===== src/rtl/pll_phase_stepper.sv =====
// Phase-shift sequencer for the ECP5 EHXPLLL dynamic phase port.
// Takes a signed step request for one PLL output and drives PHASESEL, PHASEDIR
// and PHASESTEP with setup/pulse/hold spacing. Work is refused while the PLL is
// unlocked, and lock loss during a sequence aborts it. Clocked by the reference
// clock so it keeps working while PLL outputs are unstable.
// Ports:
//   clk, resetn            reference clock, async active-low reset
//   pll_locked             raw PLL LOCK (asynchronous)
//   req_valid/req_ready    request handshake
//   req_sel, req_steps     target output and signed step count
//   busy, done, err        status: busy through done, done pulse, abort flag
//   pll_phasesel/dir/step  to the EHXPLLL phase-shift port
module pll_phase_stepper #(
  parameter int unsigned SETUP_CYCLES = 4,
  parameter int unsigned PULSE_CYCLES = 4,
  parameter int unsigned HOLD_CYCLES  = 8
) (
  input  logic       clk,
  input  logic       resetn,
  input  logic       pll_locked,
  input  logic       req_valid,
  output logic       req_ready,
  input  logic [1:0] req_sel,
  input  logic [7:0] req_steps,
  output logic       busy,
  output logic       done,
  output logic       err,
  output logic [1:0] pll_phasesel,
  output logic       pll_phasedir,
  output logic       pll_phasestep
);

  localparam int unsigned CNT_W  = 16;
  localparam int unsigned STEP_W = 8;

  typedef enum logic [2:0] {
    IDLE  = 3'd0,
    SETUP = 3'd1,
    PULSE = 3'd2,
    HOLD  = 3'd3,
    DONE  = 3'd4
  } state_t;

  state_t              state, state_n;
  logic [CNT_W-1:0]    cnt, cnt_n;
  logic [STEP_W-1:0]   remain, remain_n;
  logic [STEP_W-1:0]   steps_abs;
  logic                lost, lost_n;
  logic [1:0]          sel_n;
  logic                dir_n;
  logic                sync1, locked_s;
  logic                accept;

  // Two-flop synchronizer for the asynchronous LOCK pin
  always_ff @(posedge clk or negedge resetn) begin
    if (!resetn) begin
      sync1    <= 1'b0;
      locked_s <= 1'b0;
    end else begin
      sync1    <= pll_locked;
      locked_s <= sync1;
    end
  end

  // State, datapath and registered outputs
  always_ff @(posedge clk or negedge resetn) begin
    if (!resetn) begin
      state         <= IDLE;
      cnt           <= '0;
      remain        <= '0;
      lost          <= 1'b0;
      pll_phasesel  <= 2'd0;
      pll_phasedir  <= 1'b0;
      pll_phasestep <= 1'b1;
      busy          <= 1'b0;
      done          <= 1'b0;
      err           <= 1'b0;
      req_ready     <= 1'b0;
    end else begin
      state         <= state_n;
      cnt           <= cnt_n;
      remain        <= remain_n;
      lost          <= lost_n;
      pll_phasesel  <= sel_n;
      pll_phasedir  <= dir_n;
      pll_phasestep <= (state_n != PULSE);
      busy          <= (state_n != IDLE);
      done          <= (state_n == DONE);
      err           <= (state_n == DONE) && lost_n;
      // sync1 is next cycle's locked_s, so this equals (state==IDLE)&locked_s
      req_ready     <= (state_n == IDLE) && sync1;
    end
  end

  assign accept    = req_valid && req_ready;
  // Magnitude; -128 wraps to 8'h80, which reads as 128 unsigned
  assign steps_abs = req_steps[7] ? STEP_W'(~req_steps + 8'd1) : req_steps;

  // Next-state logic
  always_comb begin
    state_n  = state;
    cnt_n    = cnt + CNT_W'(1);
    remain_n = remain;
    lost_n   = lost;
    sel_n    = pll_phasesel;
    dir_n    = pll_phasedir;
    unique case (state)
      IDLE: begin
        cnt_n = '0;
        if (accept) begin
          lost_n   = 1'b0;
          remain_n = steps_abs;
          if (steps_abs == '0) begin
            // A no-op request leaves the phase port selection untouched
            state_n = DONE;
          end else begin
            sel_n   = req_sel;
            dir_n   = req_steps[7];
            state_n = SETUP;
          end
        end
      end
      SETUP: begin
        if (!locked_s) begin
          lost_n  = 1'b1;
          cnt_n   = '0;
          state_n = DONE;
        end else if (cnt == CNT_W'(SETUP_CYCLES - 1)) begin
          cnt_n   = '0;
          state_n = PULSE;
        end
      end
      PULSE: begin
        // A pulse in flight is never truncated; loss is only remembered
        if (!locked_s) lost_n = 1'b1;
        if (cnt == CNT_W'(PULSE_CYCLES - 1)) begin
          cnt_n    = '0;
          remain_n = remain - STEP_W'(1);
          state_n  = HOLD;
        end
      end
      HOLD: begin
        if (!locked_s) lost_n = 1'b1;
        if (cnt == CNT_W'(HOLD_CYCLES - 1)) begin
          cnt_n = '0;
          if ((remain != '0) && locked_s && !lost) state_n = PULSE;
          else                                     state_n = DONE;
        end
      end
      DONE: begin
        cnt_n   = '0;
        state_n = IDLE;
      end
      default: begin
        cnt_n   = '0;
        state_n = IDLE;
      end
    endcase
  end

endmodule


===== config.mk =====
export PLATFORM = sky130hd
export DESIGN_NAME = pll_phase_stepper
export DESIGN_NICKNAME = d
export VERILOG_FILES = /design/src/rtl/pll_phase_stepper.sv
export SDC_FILE = /design/constraint.sdc
export NUM_CORES = 1
export LEC_CHECK = 0
export ABC_AREA = 1
export CORE_MARGIN = 1.5
export CORE_UTILIZATION = 40
export CTS_BUF_LIST = sky130_fd_sc_hd__clkbuf_8
export DETAILED_ROUTE_END_ITERATION = 10
export DONT_BUFFER_PORTS = 1
export MAX_ROUTING_LAYER = met4
export PLACE_DENSITY_LB_ADDON = 0.25
export REMOVE_ABC_BUFFERS = 1
export SYNTH_ARGS = -nofsm -noshare
export SYNTH_HDL_FRONTEND = slang
export SYNTH_SLANG_ARGS = --single-unit
export TNS_END_PERCENT = 1

===== constraint.sdc =====
create_clock -name clk -period 1.41 [get_ports clk]
set_input_delay 0.2115 -clock clk [delete_from_list [all_inputs] [get_ports clk]]
set_output_delay 0.2115 -clock clk [all_outputs]
set_load 0.02 [all_outputs]

==> summary.md <==
| Metric | Value |
|---|---|
| Crit start category | `flip-flop` |
| H-tree Lvls | `2` |
| Setup CP Type | `flip-flop to flip-flop` |
| IO Port Bufs | `0` |
| Overall power | `3.59 mW` |
| Max_slew headroom | `~77%` |
| DIE AREA | `about 0.006 mm²` |
| First-pass GRT wire length | `between 8000 and 9000 µm` |
| Outcome | `finished with violations` |
| Top post-synthesis cells by area | `dfrtp_1, nand2_1, nor2_1` |
| Most common cell after layout, fill and taps aside | `nand2_1` |
| Cell accounting for the most synthesized area | `dfrtp_1` |
| Origin of the critical flop-to-flop path | `cnt[1]` |
| Top-area cell type share of the netlist area | `a little over two fifths` |
| Max Slew Vio Count | `0` |
| Least-Margin Pin Slew | `337 ps` |
| Drt total wl | `4730 µm` |
| WP data arrival | `1690 ps` |
| DR vias/cell | `between 4 and 5` |
| Finished Core Util | `between 50 and 60%` |
| # rows | `26` |
| Met3 usage | `around 3.8%` |
| Core area | `0.00524 mm²` |
| Hold WS | `between 50 and 60 ps` |
| Fillers | `510` |
| Hold Fails Final Rpt | `0` |
| CTS tree | `built` |
| Max-cap violations | `0` |
| Drt wl/cell | `11.3 µm` |
| Syn_area_per_cell | `between 7 and 8 µm²` |
| Routability Congestion | `between 0.9 and 1` |
| Reg2reg setup slack | `-100 ps` |
| F_max | `approximately 0.66 GHz` |
| Maximum clock path buffer count | `2` |
| Largest net degree at the start of global routing | `39` |
| Die W | `77.6 µm` |
| Violated checks | `negative setup slack` |
| Final #Nets | `about 360` |
| HP Start | `req_steps[7]` |
| Worst hold endpoint | `pll_phasedir` |
| Cts bufs inserted | `5` |
| Remaining global-route overflow | `0` |
| RSZ-0062 raised after global routing | `yes` |
| Clock skew | `about 5.4 ps` |
| Most Crowded Layer GR | `met2` |
| Distinct cells, synth | `28` |
| Total track usage | `a little under a fifth` |
| Power Dens Cells | `between 1000 and 1500 mW/mm²` |
| LEAKAGE | `roughly 1.4 nW` |
| Final WS setup | `-104 ps` |
| Worst EP required | `between 1500 and 2000 ps` |
| Mapped Cells | `a little over 300` |
| Clock Latency Late Sink | `around 290 ps` |
| Vias in the first global route | `2,052` |
| Most frequent cells in the layout | `nand2_1, nor2_1, inv_1` |
| Clk sink count | `38` |
| Fin crit share | `107%` |
| CP max FO | `3` |
| Post-route DRC | `0` |
| Chip height | `77.6 µm` |
| DP Worst Slack | `-125 ps` |
| Min Tclk post-route | `between 1500 and 2000 ps` |
| Maximum vdd drop | `a little over 0.6 mV` |
| Dpl cells | `404` |
| Drt initial violations | `70` |
| RR Endpoint | `cnt[14]` |
| CTS root buffer | `clkbuf_8` |
| Drt pass-1 iters | `4` |
| Hold depth | `2` |
| Synthesized flop and latch total | `38` |
| Worst Reg-to-Reg Cells | `9` |
| Initial core utilization | `42.5%` |
| # setup viols final | `27` |
| DRT antenna net count | `0` |
| Met2 Use GR | `approximately 30%` |
| Crit end category | `flip-flop` |
| Hpwl dp | `3560 µm` |
| Io pins | `22` |
| Sequential share of the synthesized area | `between 40% and 50%` |
| Antenna violations before repair | `0` |
| Layout cells sized above 1 | `about 22%` |
| Antenna diode count | `0` |
| Area Growth Syn to Fin | `25.4%` |
| Grt met1 use | `approximately 22%` |
| Worst-path clk slew | `70 ps` |
| Post-Layout Cell Count | `~420` |
| Via count | `approximately 2,000` |
| Mapped Area | `~0.0022 mm²` |
| HP Class | `primary input to flip-flop` |
| Synth warn | `0` |
==> state kept, by name (all words and copies together), names as in the netlist, 2 cells and up <==
signal,cells
state,3
remain,8
pll_phasesel,2
cnt,16
==> cell usage after synthesis <==
cell and instances:
nand2_1 66, nor2_1 50, inv_1 42, dfrtp_1 37, nand3_1 27, o21ai_0 16
xor2_1 11, a21oi_1 8, nand4_1 7, nor3_1 7, nor2_2 4, ha_1 3
nand2_2 3, o21ai_1 3, buf_6 2, nor2_4 2, o211ai_1 2, xnor2_1 2
a21oi_2 1, a21oi_4 1, a22oi_1 1, buf_2 1, buf_4 1, dfstp_2 1
inv_2 1, nand3_2 1, o21ai_2 1, or2_2 1
==> critical path: stages (launching register included) <==
cell and delay, ps:
dfrtp_1 350, ha_2 190, nand2_1 70, buf_4 150, nor2_4 100, nand4_1 140, nor2_2 190, nand3_1 90
nand2_1 80, a21oi_2 50
==> metal layers <==
layer	share of wire, %	up-vias
li1	-	1047
met1	48	932
met2	48	26
met3	2.8	7
met4	1.5	0
met5	0	-
==> worst max path at each step <==
stage / startpoint / end / slack (ps)
2_1_floorplan: state[2] / remain[3] / -90
3_3_place_gp: req_steps[0] / pll_phasedir / -100
3_5_place_dp: req_steps[0] / pll_phasesel[0] / -120
4_1_cts: cnt[8] / cnt[10] / -110
5_1_grt: cnt[10] / cnt[8] / -220
6_report: cnt[1] / cnt[14] / -100
==> cell families (layout without fill, tap and decap cells) <==
family / after synthesis / in the layout / share of synthesized area [%]
and+or+nand+nor: 168 / 168 / 32.9
buffers and inverters: 47 / 93 / 8.83
DFF: 38 / 38 / 42.8
AOI/OAI and AO/OA: 33 / 33 / 8.61
xor gates and xnor gates: 13 / 13 / 5.12
adders and majority gates: 3 / 3 / 1.69
==> timing repair <==
action                     in CTS  in global routing
resized for setup               6                 19
setup endpoints to repair      30                 33
pin swaps                       3                 12
hold buffers                    3                  0
setup buffers                   1                  2
hold endpoints to repair       39                  0
==> per-stage QoR <==
stage,cell area [µm²],setup TNS [ps]
5_1_grt,2790,-5210
3_3_place_gp,2560,-1830
4_1_cts,2720,-1960
2_1_floorplan,2190,-1030
6_report,2790,-1920
3_5_place_dp,2560,-2930
==> final cells by class <==
| type | count | area (µm²) | area share, % |
|---|---|---|---|
| multi-input combinational | 217 | 1120 | 40.4 |
| inverter | 43 | 164 | 5.88 |
| clock buffer | 5 | 68.8 | 2.47 |
| timing repair buffer | 42 | 353 | 12.7 |
| sequential | 38 | 952 | 34.2 |
| clock inverter | 3 | 37.5 | 1.35 |
| tap | 70 | 87.6 | 3.14 |
==> where the power goes <==
group	switching [mW]	total, mW	internal, mW
combinational	0.661	1.11	0.453
clock	0.371	0.886	0.515
sequential	0.257	1.59	1.33
total	1.29	3.59	2.30
Power figures use the tool's default switching activity.
